==> config.mk <==
export PLATFORM = sky130hd
export DESIGN_NAME = fc_link_ctrl_flat
export DESIGN_NICKNAME = d
export VERILOG_FILES = /design/src/rtl/fc_link_ctrl_pkg.sv /design/src/rtl/fc_link_ctrl_if.sv /design/src/rtl/fc_link_ctrl_seq_detect.sv /design/src/rtl/fc_link_ctrl.sv /design/src/flat_wrapper.sv
export SDC_FILE = /design/constraint.sdc
export NUM_CORES = 1
export LEC_CHECK = 0
export ABC_CLOCK_PERIOD_IN_PS = 2130
export CORE_ASPECT_RATIO = 1.4
export CORE_UTILIZATION = 36
export CTS_BUF_LIST = sky130_fd_sc_hd__clkbuf_16
export CTS_CLUSTER_DIAMETER = 50
export CTS_CLUSTER_SIZE = 40
export DETAILED_ROUTE_END_ITERATION = 10
export HOLD_SLACK_MARGIN = 0.06
export PLACE_DENSITY = 0.84
export SYNTH_ARGS = -nofsm -noshare
export SYNTH_HDL_FRONTEND = slang
export SYNTH_SLANG_ARGS = --single-unit
==> constraint.sdc <==
create_clock -name clk -period 2.13 [get_ports clk]
set_clock_uncertainty 0.1 [all_clocks]
set_input_delay 0.213 -clock clk [delete_from_list [all_inputs] [get_ports clk]]
set_output_delay 0.213 -clock clk [all_outputs]
set_load 0.02 [all_outputs]
==> src/rtl/fc_link_ctrl_pkg.sv <==
// Shared types, ordered-set constants and decode helpers for the FC link controller.
package fc_link_pkg;

  typedef enum logic [3:0] {
    ST_ACTIVE = 4'd0,
    ST_LR1    = 4'd1,
    ST_LR2    = 4'd2,
    ST_LR3    = 4'd3,
    ST_LF1    = 4'd4,
    ST_LF2    = 4'd5,
    ST_OL1    = 4'd6,
    ST_OL2    = 4'd7
  } link_state_t;

  typedef enum logic [2:0] {
    SEQ_NONE = 3'd0,
    SEQ_IDLE = 3'd1,
    SEQ_NOS  = 3'd2,
    SEQ_OLS  = 3'd3,
    SEQ_LR   = 3'd4,
    SEQ_LRR  = 3'd5
  } seq_t;

  localparam logic [31:0] FC_OS_IDLE = 32'hB5B595BC;
  localparam logic [31:0] FC_OS_NOS  = 32'h45BF55BC;
  localparam logic [31:0] FC_OS_OLS  = 32'h558A35BC;
  localparam logic [31:0] FC_OS_LR   = 32'h49BF49BC;
  localparam logic [31:0] FC_OS_LRR  = 32'h49BF35BC;
  localparam logic [3:0]  FC_OS_K    = 4'b0001;

  function automatic seq_t os_decode(input logic [31:0] word, input logic [3:0] wordk);
    seq_t s;
    s = SEQ_NONE;
    if (wordk == FC_OS_K) begin
      case (word)
        FC_OS_IDLE: s = SEQ_IDLE;
        FC_OS_NOS:  s = SEQ_NOS;
        FC_OS_OLS:  s = SEQ_OLS;
        FC_OS_LR:   s = SEQ_LR;
        FC_OS_LRR:  s = SEQ_LRR;
        default:    s = SEQ_NONE;
      endcase
    end else begin
      s = SEQ_NONE;
    end
    return s;
  endfunction

  function automatic logic [31:0] os_word(input link_state_t st);
    case (st)
      ST_OL1, ST_LF1: return FC_OS_OLS;
      ST_OL2, ST_LR1: return FC_OS_LR;
      ST_LR2:         return FC_OS_LRR;
      ST_LF2:         return FC_OS_NOS;
      default:        return FC_OS_IDLE;
    endcase
  endfunction

  function automatic logic is_timed(input link_state_t st);
    case (st)
      ST_LR1, ST_LR2, ST_LR3, ST_OL1, ST_OL2, ST_LF1: return 1'b1;
      default:                                        return 1'b0;
    endcase
  endfunction

  // Reaction to a recognised sequence; anything unlisted leaves the state unchanged.
  function automatic link_state_t seq_next(input link_state_t st, input seq_t seq);
    link_state_t n;
    n = st;
    case (st)
      ST_ACTIVE: case (seq)
        SEQ_LR:  n = ST_LR2;
        SEQ_OLS: n = ST_OL2;
        SEQ_NOS: n = ST_LF1;
        SEQ_LRR: n = ST_LR3;
        default: n = st;
      endcase
      ST_LR1: case (seq)
        SEQ_LR:  n = ST_LR2;
        SEQ_LRR: n = ST_LR3;
        default: n = st;
      endcase
      ST_LR2: case (seq)
        SEQ_LRR:  n = ST_LR3;
        SEQ_IDLE: n = ST_ACTIVE;
        default:  n = st;
      endcase
      ST_LR3: case (seq)
        SEQ_IDLE: n = ST_ACTIVE;
        SEQ_LR:   n = ST_LR2;
        default:  n = st;
      endcase
      ST_OL1, ST_LF1, ST_LF2: case (seq)
        SEQ_OLS: n = ST_OL2;
        SEQ_LR:  n = ST_LR2;
        SEQ_NOS: n = ST_LF1;
        default: n = st;
      endcase
      ST_OL2: case (seq)
        SEQ_LR:  n = ST_LR2;
        SEQ_LRR: n = ST_LR3;
        SEQ_NOS: n = ST_LF1;
        default: n = st;
      endcase
      default: n = st;
    endcase
    return n;
  endfunction

  function automatic logic [31:0] sat_inc32(input logic [31:0] v);
    return (v == 32'hFFFF_FFFF) ? v : v + 32'd1;
  endfunction

endpackage

==> src/rtl/fc_link_ctrl_if.sv <==
// User transmit frame stream between the frame datapath and the link controller.
interface fc_link_ctrl_if;
  logic [31:0] usr_tx_data;
  logic        usr_tx_valid;
  logic        usr_tx_sop;
  logic        usr_tx_eop;
  logic        usr_tx_ready;

  modport master (output usr_tx_data, usr_tx_valid, usr_tx_sop, usr_tx_eop, input usr_tx_ready);
  modport slave  (input usr_tx_data, usr_tx_valid, usr_tx_sop, usr_tx_eop, output usr_tx_ready);
endinterface

==> src/rtl/fc_link_ctrl_seq_detect.sv <==
// Primitive-sequence recogniser: strobes once when SEQ_CNT identical ordered sets
// have arrived back to back with rx_sync held high.
module fc_seq_detect
  import fc_link_pkg::*;
#(
  parameter int SEQ_CNT = 3
) (
  input  logic        clk,
  input  logic        reset,
  input  logic [31:0] rx_word,
  input  logic [3:0]  rx_wordk,
  input  logic        rx_sync,
  output seq_t        seq,
  output logic        seq_vld
);

  localparam int CW = $clog2(SEQ_CNT + 1);

  seq_t          cur_s;
  seq_t          prev_r;
  logic [CW-1:0] cnt_r;
  logic [CW-1:0] cnt_next_s;
  logic          vld_s;
  logic          vld_r;

  // Match counter update and first-reach detection
  always_comb begin
    cur_s      = os_decode(rx_word, rx_wordk);
    cnt_next_s = cnt_r;
    if (!rx_sync || (cur_s == SEQ_NONE)) begin
      cnt_next_s = '0;
    end else if ((cur_s != prev_r) || (cnt_r == '0)) begin
      cnt_next_s = CW'(1);
    end else if (cnt_r != CW'(SEQ_CNT)) begin
      cnt_next_s = cnt_r + CW'(1);
    end else begin
      cnt_next_s = cnt_r;
    end
    vld_s = (cnt_next_s == CW'(SEQ_CNT)) && ((cnt_r != CW'(SEQ_CNT)) || (cur_s != prev_r));
  end

  // Recogniser state
  always_ff @(posedge clk) begin
    if (reset) begin
      cnt_r  <= '0;
      prev_r <= SEQ_NONE;
      vld_r  <= 1'b0;
    end else begin
      cnt_r  <= cnt_next_s;
      prev_r <= cur_s;
      vld_r  <= vld_s;
    end
  end

  assign seq     = prev_r;
  assign seq_vld = vld_r;

endmodule

==> src/rtl/fc_link_ctrl.sv <==
// FC port-state controller: link init sequencing, tx word mux, rx frame gating.
// Optional per-primitive sequence counters are built when FC_LINK_CTRL_PRIM_CNT_EN is defined.
module fc_link_ctrl
  import fc_link_pkg::*;
#(
  parameter int SYNC_LOSS_CYC = 255,
  parameter int TIMEOUT_CYC   = 2**20,
  parameter int SEQ_CNT       = 3
) (
  input  logic          clk,
  input  logic          reset,
  input  logic [31:0]   rx_word,
  input  logic [3:0]    rx_wordk,
  input  logic          rx_sync,
  input  logic          xcvr_tx_ready,
  output logic [31:0]   tx_word,
  output logic [3:0]    tx_wordk,
  fc_link_ctrl_if.slave usr_tx,
  output logic          usr_rx_valid,
  input  logic          lr_req,
  input  logic          ols_req,
  output logic [3:0]    link_state,
  output logic          link_up,
  output logic          frame_abort,
  output logic [127:0]  prim_cnt
);

  localparam int LOS_W = $clog2(SYNC_LOSS_CYC + 1);
  localparam int TMO_W = $clog2(TIMEOUT_CYC + 1);

  link_state_t      state_r, state_next_s;
  seq_t             rx_seq_s;
  logic             rx_seq_vld_s;
  logic [LOS_W-1:0] los_cnt_r;
  logic [TMO_W-1:0] tmo_cnt_r;
  logic             sync_loss_s, timeout_s;
  logic             usr_ready_s, hs_s, act_hs_s, open_s, leave_s;
  logic             in_frame_r, in_frame_next_s, drain_r, drain_next_s;
  logic             frame_abort_r, link_up_r;
  logic [31:0]      tx_word_r;
  logic [3:0]       tx_wordk_r;

  fc_seq_detect #(.SEQ_CNT(SEQ_CNT)) u_seq_detect (
    .clk      (clk),
    .reset    (reset),
    .rx_word  (rx_word),
    .rx_wordk (rx_wordk),
    .rx_sync  (rx_sync),
    .seq      (rx_seq_s),
    .seq_vld  (rx_seq_vld_s)
  );

  assign sync_loss_s = !rx_sync && (los_cnt_r == LOS_W'(SYNC_LOSS_CYC - 1));
  assign timeout_s   = is_timed(state_r) && (tmo_cnt_r == TMO_W'(TIMEOUT_CYC - 1));
  assign usr_ready_s = ((state_r == ST_ACTIVE) && xcvr_tx_ready) || drain_r;
  assign hs_s        = usr_tx.usr_tx_valid && usr_ready_s;
  assign act_hs_s    = hs_s && (state_r == ST_ACTIVE) && !drain_r;

  // Next-state selection in priority order
  always_comb begin
    state_next_s = state_r;
    if (sync_loss_s) begin
      state_next_s = ST_LF2;
    end else if (timeout_s) begin
      state_next_s = ST_LF2;
    end else if (ols_req) begin
      state_next_s = ST_OL1;
    end else if (lr_req && (state_r == ST_ACTIVE)) begin
      state_next_s = ST_LR1;
    end else if (rx_seq_vld_s) begin
      state_next_s = seq_next(state_r, rx_seq_s);
    end else begin
      state_next_s = state_r;
    end
  end

  // Frame tracking; an open frame at the ACTIVE exit is drained to its eop
  always_comb begin
    open_s          = in_frame_r;
    leave_s         = (state_r == ST_ACTIVE) && (state_next_s != ST_ACTIVE);
    drain_next_s    = drain_r;
    in_frame_next_s = in_frame_r;
    if (act_hs_s && usr_tx.usr_tx_eop) begin
      open_s = 1'b0;
    end else if (act_hs_s && usr_tx.usr_tx_sop) begin
      open_s = 1'b1;
    end else begin
      open_s = in_frame_r;
    end
    if (drain_r) begin
      drain_next_s    = !(hs_s && usr_tx.usr_tx_eop);
      in_frame_next_s = 1'b0;
    end else if (leave_s && open_s) begin
      drain_next_s    = 1'b1;
      in_frame_next_s = 1'b0;
    end else begin
      drain_next_s    = 1'b0;
      in_frame_next_s = open_s;
    end
  end

  // State, watchdog counters, frame flags and registered outputs
  always_ff @(posedge clk) begin
    if (reset) begin
      state_r       <= ST_OL1;
      los_cnt_r     <= '0;
      tmo_cnt_r     <= '0;
      in_frame_r    <= 1'b0;
      drain_r       <= 1'b0;
      frame_abort_r <= 1'b0;
      link_up_r     <= 1'b0;
      tx_word_r     <= FC_OS_OLS;
      tx_wordk_r    <= FC_OS_K;
    end else begin
      state_r       <= state_next_s;
      in_frame_r    <= in_frame_next_s;
      drain_r       <= drain_next_s;
      frame_abort_r <= drain_r && hs_s && usr_tx.usr_tx_eop;
      link_up_r     <= (state_next_s == ST_ACTIVE);
      if (rx_sync) begin
        los_cnt_r <= '0;
      end else if (los_cnt_r != LOS_W'(SYNC_LOSS_CYC - 1)) begin
        los_cnt_r <= los_cnt_r + LOS_W'(1);
      end else begin
        los_cnt_r <= los_cnt_r;
      end
      if ((state_next_s != state_r) || !is_timed(state_r)) begin
        tmo_cnt_r <= '0;
      end else begin
        tmo_cnt_r <= tmo_cnt_r + TMO_W'(1);
      end
      if (act_hs_s) begin
        tx_word_r  <= usr_tx.usr_tx_data;
        tx_wordk_r <= 4'b0000;
      end else begin
        tx_word_r  <= os_word(state_r);
        tx_wordk_r <= FC_OS_K;
      end
    end
  end

`ifdef FC_LINK_CTRL_PRIM_CNT_EN
  logic [31:0] cnt_nos_r, cnt_ols_r, cnt_lr_r, cnt_lrr_r;

  // Saturating per-primitive sequence counters
  always_ff @(posedge clk) begin
    if (reset) begin
      cnt_nos_r <= 32'd0;
      cnt_ols_r <= 32'd0;
      cnt_lr_r  <= 32'd0;
      cnt_lrr_r <= 32'd0;
    end else if (rx_seq_vld_s) begin
      case (rx_seq_s)
        SEQ_NOS: cnt_nos_r <= sat_inc32(cnt_nos_r);
        SEQ_OLS: cnt_ols_r <= sat_inc32(cnt_ols_r);
        SEQ_LR:  cnt_lr_r  <= sat_inc32(cnt_lr_r);
        SEQ_LRR: cnt_lrr_r <= sat_inc32(cnt_lrr_r);
        default: cnt_nos_r <= cnt_nos_r;
      endcase
    end else begin
      cnt_nos_r <= cnt_nos_r;
    end
  end

  assign prim_cnt = {cnt_lrr_r, cnt_lr_r, cnt_ols_r, cnt_nos_r};
`else
  assign prim_cnt = 128'd0;
`endif

  assign usr_tx.usr_tx_ready = usr_ready_s;
  assign usr_rx_valid        = (state_r == ST_ACTIVE) && rx_sync && (rx_wordk == 4'b0000);
  assign tx_word             = tx_word_r;
  assign tx_wordk            = tx_wordk_r;
  assign link_state          = state_r;
  assign link_up             = link_up_r;
  assign frame_abort         = frame_abort_r;

endmodule
==> src/flat_wrapper.sv <==
// flat-port wrapper written by rule: the top's interface ports become plain ports
module fc_link_ctrl_flat import fc_link_pkg::*;
#(
  parameter int SYNC_LOSS_CYC = 255,
  parameter int TIMEOUT_CYC   = 2**20,
  parameter int SEQ_CNT       = 3
)
  (clk, reset, rx_word, rx_wordk, rx_sync, xcvr_tx_ready, tx_word, tx_wordk, usr_rx_valid, lr_req, ols_req, link_state, link_up, frame_abort, prim_cnt, usr_tx_usr_tx_data, usr_tx_usr_tx_valid, usr_tx_usr_tx_sop, usr_tx_usr_tx_eop, usr_tx_usr_tx_ready);
  fc_link_ctrl_if usr_tx_i ();
  input  logic clk;
  input  logic reset;
  input  logic [31:0] rx_word;
  input  logic [3:0] rx_wordk;
  input  logic rx_sync;
  input  logic xcvr_tx_ready;
  output logic [31:0] tx_word;
  output logic [3:0] tx_wordk;
  output logic usr_rx_valid;
  input  logic lr_req;
  input  logic ols_req;
  output logic [3:0] link_state;
  output logic link_up;
  output logic frame_abort;
  output logic [127:0] prim_cnt;
  input wire logic [$bits(usr_tx_i.usr_tx_data)-1:0] usr_tx_usr_tx_data;
  input wire logic [$bits(usr_tx_i.usr_tx_valid)-1:0] usr_tx_usr_tx_valid;
  input wire logic [$bits(usr_tx_i.usr_tx_sop)-1:0] usr_tx_usr_tx_sop;
  input wire logic [$bits(usr_tx_i.usr_tx_eop)-1:0] usr_tx_usr_tx_eop;
  output wire logic [$bits(usr_tx_i.usr_tx_ready)-1:0] usr_tx_usr_tx_ready;
  assign usr_tx_i.usr_tx_data = usr_tx_usr_tx_data;
  assign usr_tx_i.usr_tx_valid = usr_tx_usr_tx_valid;
  assign usr_tx_i.usr_tx_sop = usr_tx_usr_tx_sop;
  assign usr_tx_i.usr_tx_eop = usr_tx_usr_tx_eop;
  assign usr_tx_usr_tx_ready = usr_tx_i.usr_tx_ready;
  fc_link_ctrl #(.SYNC_LOSS_CYC(SYNC_LOSS_CYC), .TIMEOUT_CYC(TIMEOUT_CYC), .SEQ_CNT(SEQ_CNT)) u_core (.clk(clk), .reset(reset), .rx_word(rx_word), .rx_wordk(rx_wordk), .rx_sync(rx_sync), .xcvr_tx_ready(xcvr_tx_ready), .tx_word(tx_word), .tx_wordk(tx_wordk), .usr_tx(usr_tx_i), .usr_rx_valid(usr_rx_valid), .lr_req(lr_req), .ols_req(ols_req), .link_state(link_state), .link_up(link_up), .frame_abort(frame_abort), .prim_cnt(prim_cnt));
endmodule
======== Yosys cells after proc, flatten, opt, wreduce, memory -nomap -nowiden ========
Cells that the tools add are included.
word-level totals
  input bits .............................. 77
  bits in registers ....................... 79
  output and inout port bits .............. 172
  word-level logic and storage cells ...... 105
operators by class
  add/sub/neg operators ................... 3
  muxes and demuxes ....................... 26
  eq/ne operators ......................... 25
  reduce and logical (&&, ||, !) cells .... 39
operators by type and width
  kind                                                                number
  32-bit by 31-bit == test with 1-bit output (second input constant)  4
  32-bit one-hot mux with 4 select lines                              1
  32-bit == test (second input constant)                              1
  32-bit two-way mux                                                  1
  4-bit one-hot mux with 2 select lines                               3
  4-bit one-hot mux with 3 select lines                               2
  4-bit one-hot mux with 6 select lines                               1
  21-bit by 1-bit adder with 21-bit output (second input constant)    1
  21-bit by 20-bit == test with 1-bit output (second input constant)  1
  4-bit two-way mux                                                   5
  1-bit logical AND                                                   17
  4-bit by 3-bit == test with 1-bit output (second input constant)    4
  4-bit one-hot mux with 4 select lines                               1
  3-bit one-hot mux with 5 select lines                               1
  4-bit logical NOT                                                   3
  8-bit by 1-bit adder with 8-bit output (second input constant)      1
  4-bit by 1-bit == test with 1-bit output (second input constant)    2
  4-bit by 2-bit == test with 1-bit output (second input constant)    2
  8-bit == test (second input constant)                               1
  8-bit != test (second input constant)                               1
  2-bit OR reduction                                                  4
  1-bit two-way mux                                                   7
  3-bit by 2-bit == test with 1-bit output (second input constant)    2
  3-bit == test (second input constant)                               2
  other kinds (15)                                                    25

======== Depth between registers and ports, before layout ========
  depth after elaboration ................. 13
  gate-level depth with buffers ........... 10
  mapped depth without buffers ............ 8

======== By module ========
Synthesis repeated with hierarchy kept, for this count alone.
second synthesis, totals
  cells, all modules ...................... 548
  area, all modules ....................... 4904.7 um^2
modules (own cells, without submodules)
  module         cells each  seq. area each (um^2)  instances  area an instance (um^2)
  fc_link_ctrl   468         1401.3                 1          4237.8
  fc_seq_detect  80          120.1                  1          666.9

======== Worst setup path before layout ========
Ideal clock, no wire load.
  path type ............................... register to register
  start ................................... reg u_core.tmo_cnt_r[0]
  end ..................................... reg u_core.tmo_cnt_r[10]
  library setup time ...................... 0.113 ns
  buffers on the path ..................... 1
  data required time ...................... 1.917 ns
  setup slack ............................. -0.049 ns
  cell stages (with the launch flop) ...... 10
  arrival time ............................ 1.966 ns
  clock period less this slack ............ 2.179 ns
  cells stage by stage .................... dfxtp_1 ha_1 nand3_1 nor2_1 and4_1 nor2_1 and2_4 a32oi_2 buf_4 nor2_1
on the way
  cells in the longest elaborated chain, start to end .. 7
  elaborated cells between the ends (all ways) .. 8
  those cells by class .................... add/sub (1); eq/ne (2); mux (2); reduce/logical (3)
RTL lines
  item                                        RTL line             source
  from (decl)                                 fc_link_ctrl.sv:35   logic [TMO_W-1:0] tmo_cnt_r;
  from (signal assigned)                      fc_link_ctrl.sv:130  tmo_cnt_r <= tmo_cnt_r + TMO_W'(1);
  21-bit by 20-bit == test with 1-bit output  fc_link_ctrl.sv:54   assign timeout_s = is_timed(state_r) && (tmo_cnt_r == TMO_W'(TIMEOUT_CYC - 1));
  1-bit logical AND                           fc_link_ctrl.sv:54
  4-bit two-way mux                           fc_link_ctrl.sv:64   end else if (timeout_s) begin
  4-bit two-way mux                           fc_link_ctrl.sv:62   if (sync_loss_s) begin
  4-bit != test                               fc_link_ctrl.sv:127  if ((state_next_s != state_r) || !is_timed(state_r)) begin
  1-bit logical OR                            fc_link_ctrl.sv:127
  2-bit OR reduction (no line)                n/a
Parallel ways exist; a longest one is shown, timed or not.
A chain may end at the register's enable or synchronous reset.

======== Final worst setup path ========
  start ................................... reg u_core.state_r[0] (netlist: u_core.link_state[0])
  end ..................................... reg u_core.tmo_cnt_r[0]
on the way
  cells in the longest elaborated chain, start to end .. 11
  elaborated cells between the ends (all ways) .. 30
  those cells by class .................... eq/ne (8); mux (14); reduce/logical (8)
RTL lines
  item                                                         RTL line                                        source
  from (decl)                                                  fc_link_ctrl.sv:31                              link_state_t state_r, state_next_s;
  from (signal assigned)                                       fc_link_ctrl.sv:115                             state_r <= state_next_s;
  4-bit by 3-bit == test with 1-bit output (on tied branches)  fc_link_ctrl_pkg.sv:60, fc_link_ctrl_pkg.sv:70
  3-bit OR reduction                                           fc_link_ctrl_pkg.sv:70                          case (st)
  4-bit one-hot mux with 6 select lines                        fc_link_ctrl_pkg.sv:70
  4-bit two-way mux                                            fc_link_ctrl.sv:70                              end else if (rx_seq_vld_s) begin
  4-bit two-way mux                                            fc_link_ctrl.sv:68                              end else if (lr_req && (state_r == ST_ACTIVE)) begin
  4-bit two-way mux                                            fc_link_ctrl.sv:66                              end else if (ols_req) begin
  4-bit two-way mux                                            fc_link_ctrl.sv:64
  4-bit two-way mux                                            fc_link_ctrl.sv:62
  4-bit != test                                                fc_link_ctrl.sv:127
  1-bit logical OR *                                           fc_link_ctrl.sv:127
  2-bit OR reduction (no line) *                               n/a
Every way passes the cells marked *; elsewhere a longest branch is shown, timed or not. The select of a mux whose other input is x is not followed.

==> flow_summary_export.csv <==
group,metric,value,unit
clock_network,clk_latency,0.33,ns
sta,holdWs,0.324,ns
layout,nets,803,
floorplan,die_area,0.0132,sq mm
synthesis,ys_ff_latch,76,
status,status,"finished, violations left",
place,place_area,0.00577,sq mm
route,routed_via_density,4.77,
clock_network,cts_tree,"built",
sta,final.min_clock_period,2.16,ns
clock_network,path_clk_slew,0.06,ns
layout,final_cell_count_no_fill,877,
synthesis,synth_cell_types,68,
clock_network,htree_levels,3,
layout,drive_above_1_share,0.223,
route,dr.pass1.iters,4,
hold_path,hold_end,"u_core.tx_word[30]",
critical_path,reg2regPathDepth,9,
place,gp_congestion,0.881,
global_route,gr-total-overflow,0,
synthesis,synth_cells,544,
hold_path,worstHoldStart,"usr_tx_usr_tx_data[30]",
sta,layout_setup_ws,-0.0313,ns
critical_path,critPathSlowestCell,"dfxtp_4",
place,place_ws,-0.523,ns
clock_network,cts_inserted_buffers,9,
route,num_vias,4187,
synthesis,syn-cell-area,0.00460,sq mm
place,dpl.hpwl,7.97,mm
pwr,leakage,0.00283,uW
synthesis,synth-async-reset-ratio,0,
floorplan,die_h,136,microns
pwr,power.density,486,mW/mm^2
route,route.detailed.drc,0,
sta,worst-slew-pin-transition,0.912,ns
synthesis,synth_warnings,0,
route,postRouteAntennaNets,0,
layout,diodes,0,
synthesis,synth_edf_count,0,
place,placed_cells,842,
critical_path,rr_endpoint,"u_core.tmo_cnt_r[0]",
floorplan,chipWidth,97.5,microns
critical_path,path_class,"reg -> reg",
clock_network,clockRootBuffer,"clkbuf_16",
global_route,grt_pass1_wl,17.2,mm
sta,hold_viol_final,0,
global_route,grt_start_max_net_pins,24,
floorplan,start_util,0.372,
critical_path,r2r_start,"u_core.link_state[0]",
clock_network,cts-hold-fix-buffers,0,
hold_path,hold_class,"in -> reg",
sta,rsz0062_at_grt,"true",
clock_network,cts.sinks,76,
clock_network,cts_buffer_depth,2,
hold_path,hold_depth,3,
floorplan,rows,48,
sta,fmax,0.463,GHz
layout,finalInstanceArea,0.00659,sq mm
critical_path,critPathMaxStageDelay,0.37,ns
place,port-buffer-count,117,
critical_path,path_cells,"or2_4 > buf_4 > o21bai_1 > a21boi_1 > o21ai_2 > and2_4 > a32oi_4 > buf_6 > nor3b_2",
sta,relSlewSlack,0.388,
synthesis,seq_area_frac_synth,0.331,
synthesis,syn_area_per_cell,8.45,sq um
sta,slew_violations,0,
critical_path,required,2.25,ns
global_route,antenna_found_initial,0,
pwr,peakVddDrop,0.348,mV
run,max-cap-violations,0,
layout,areaGrowthSynthToFinish,43.3,%
route,drt_wl_total,12.0,mm
global_route,gr-usage-all-layers,0.163,
route,drt_iter0_markers,257,
sta,finalSetupViolations,16,
critical_path,r2r_slack,-0.03,ns
global_route,grt_pass1_vias,3708,
synthesis,ys.flop_type,"dfxtp_1",
critical_path,crit_fanout,6,
sta,fin_crit_sh,1.01,
critical_path,arrival,2.29,ns
status,failed_checks,"negative setup slack",
route,routedWlPerCell,13.7,microns
floorplan,io-pin-count,249,
critical_path,start_kind,"flip-flop",
floorplan,fp.coreArea,0.0124,sq mm
critical_path,end_kind,"flip-flop",
[kinds of logic after synthesis]
kind of cell    Yosys count  synth area share
simple gates            209             0.254
buf+inv                 160             0.245
flops                    76             0.331
compound gates           65             0.102
xor+xnor                 29            0.0569
fa+ha+maj                 3           0.00817
other cells               1          0.000816
mux                       1           0.00218
[through the flow]
stage               utilization  setup TNS (ns)  total power (uW)
floorplan                     -               0              1900
global placement          0.467           -4.76              1880
detailed placement        0.467           -6.31              1880
CTS                       0.510          -0.309              3210
global route              0.532           -2.31              3310
finish                    0.532          -0.246              3200
[power by group]
part	switching (uW)	leakage, uW	internal [uW]
Combinational	285	0.00208	153
Sequential	6.01	0.000617	1420
Clock	566	0.000128	770
Total	856	0.00283	2340
[synth_stat cells, types with 2 or more instances]
| cell type | count | area share |
|---|---|---|
| buf_4 | 135 | 0.22 |
| dfxtp_1 | 76 | 0.33 |
| nor2_1 | 55 | 0.045 |
| nand2_1 | 39 | 0.032 |
| xnor2_1 | 19 | 0.036 |
| a21oi_1 | 16 | 0.017 |
| nand3_1 | 15 | 0.016 |
| nand2b_1 | 11 | 0.015 |
| or3_1 | 11 | 0.015 |
| and2_1 | 10 | 0.014 |
| nand4_1 | 10 | 0.014 |
| buf_2 | 9 | 0.0098 |
| inv_1 | 9 | 0.0073 |
| nor2b_1 | 9 | 0.012 |
| xor2_1 | 9 | 0.017 |
| nor3b_1 | 8 | 0.013 |
| a21o_1 | 7 | 0.011 |
| clkbuf_1 | 6 | 0.0049 |
| nor3_1 | 6 | 0.0065 |
| nor4b_1 | 5 | 0.0095 |
| o21ai_0 | 5 | 0.0054 |
| a311oi_1 | 4 | 0.0076 |
| a31oi_1 | 4 | 0.0054 |
| and3_1 | 4 | 0.0054 |
| o21bai_1 | 4 | 0.0065 |
| and4_1 | 3 | 0.0057 |
| and4b_1 | 3 | 0.0065 |
| ha_1 | 3 | 0.0082 |
| o21a_1 | 3 | 0.0049 |
| a211o_1 | 2 | 0.0038 |
| a211oi_1 | 2 | 0.0033 |
| a21boi_0 | 2 | 0.0033 |
| nand3b_1 | 2 | 0.0033 |
| nand4b_1 | 2 | 0.0038 |
| nor4_1 | 2 | 0.0027 |
| o31ai_1 | 2 | 0.0033 |
[registers in the layout (all words and copies together), names as in the netlist, 2 cells and up]
register	cells
u_core.link_state	4
u_core.tmo_cnt_r	21
u_core.u_seq_detect.seq	3
u_core.los_cnt_r	8
u_core.tx_word	32
u_core.u_seq_detect.cnt_r	2
[layout by cell type, fill, tap and decap left out, types with 4 or more instances in the layout]
| cell | Yosys | final |
|---|---|---|
| nor2_2 | 0 | 9 |
| nand3_1 | 15 | 13 |
| nor2_1 | 55 | 43 |
| xor2_1 | 9 | 9 |
| a21oi_1 | 16 | 13 |
| buf_6 | 1 | 8 |
| clkdlybuf4s50_1 | 0 | 97 |
| dlygate4sd2_1 | 0 | 8 |
| conb_1 | 1 | 131 |
| buf_4 | 135 | 62 |
| nand4_1 | 10 | 10 |
| nor2b_1 | 9 | 5 |
| clkbuf_16 | 0 | 9 |
| nand2_1 | 39 | 37 |
| dfxtp_1 | 76 | 69 |
| a21o_1 | 7 | 7 |
| dlymetal6s2s_1 | 0 | 10 |
| and3_1 | 4 | 4 |
| o21bai_1 | 4 | 4 |
| or3_1 | 11 | 10 |
| nor3_2 | 0 | 4 |
| inv_1 | 9 | 10 |
| and2_1 | 10 | 9 |
| nand2b_1 | 11 | 9 |
| xnor2_1 | 19 | 17 |
| dfxtp_4 | 0 | 7 |
| a21oi_2 | 1 | 4 |
[worst max-delay path, delay by kind of cell (launching register included)]
family | cells | cell delay (ns)
buffers and inverters | 2 | 0.35
AOI/OAI and AO/OA | 4 | 0.75
DFF | 1 | 0.37
and+or+nand+nor | 3 | 0.49
[routing by layer]
layer	track usage	vias up	routed length, microns
met2	0.317	244	6390
met4	0.109	0	673
li1	-	1943	-
met5	0	-	0
met3	0.0253	60	707
met1	0.157	1940	4240
[how the worst max path moves through the flow]
| stage | startpoint | end | slack [ns] |
|---|---|---|---|
| after floorplan | u_core.link_state[2] | u_core.tmo_cnt_r[10] | 0.02 |
| after global placement | rx_word[7] | u_core.u_seq_detect.cnt_r[0] | -0.45 |
| after detailed placement | rx_wordk[1] | u_core.u_seq_detect.cnt_r[0] | -0.52 |
| after CTS | u_core.link_state[0] | u_core.tmo_cnt_r[12] | -0.03 |
| after global routing | u_core.u_seq_detect.seq[1] | u_core.tmo_cnt_r[0] | -0.12 |
| final | u_core.link_state[0] | u_core.tmo_cnt_r[0] | -0.03 |
[repair_timing]
item,4_1_cts,5_1_grt
gates resized for setup,56,66
pin swaps,22,35
buffers inserted,11,10
cloned,2,0
endpoints found under the setup margin,29,28
[cell type report]
cell class | instances | area, sq um
clock buffers | 9 | 225
clock inverters | 6 | 33.8
fillers | 990 | 5780
inverters | 9 | 33.8
multi-input cells | 438 | 2790
flip-flops and latches | 76 | 1550
well taps | 150 | 188
repair buffers | 189 | 1770
Power figures use the tool's default switching activity.
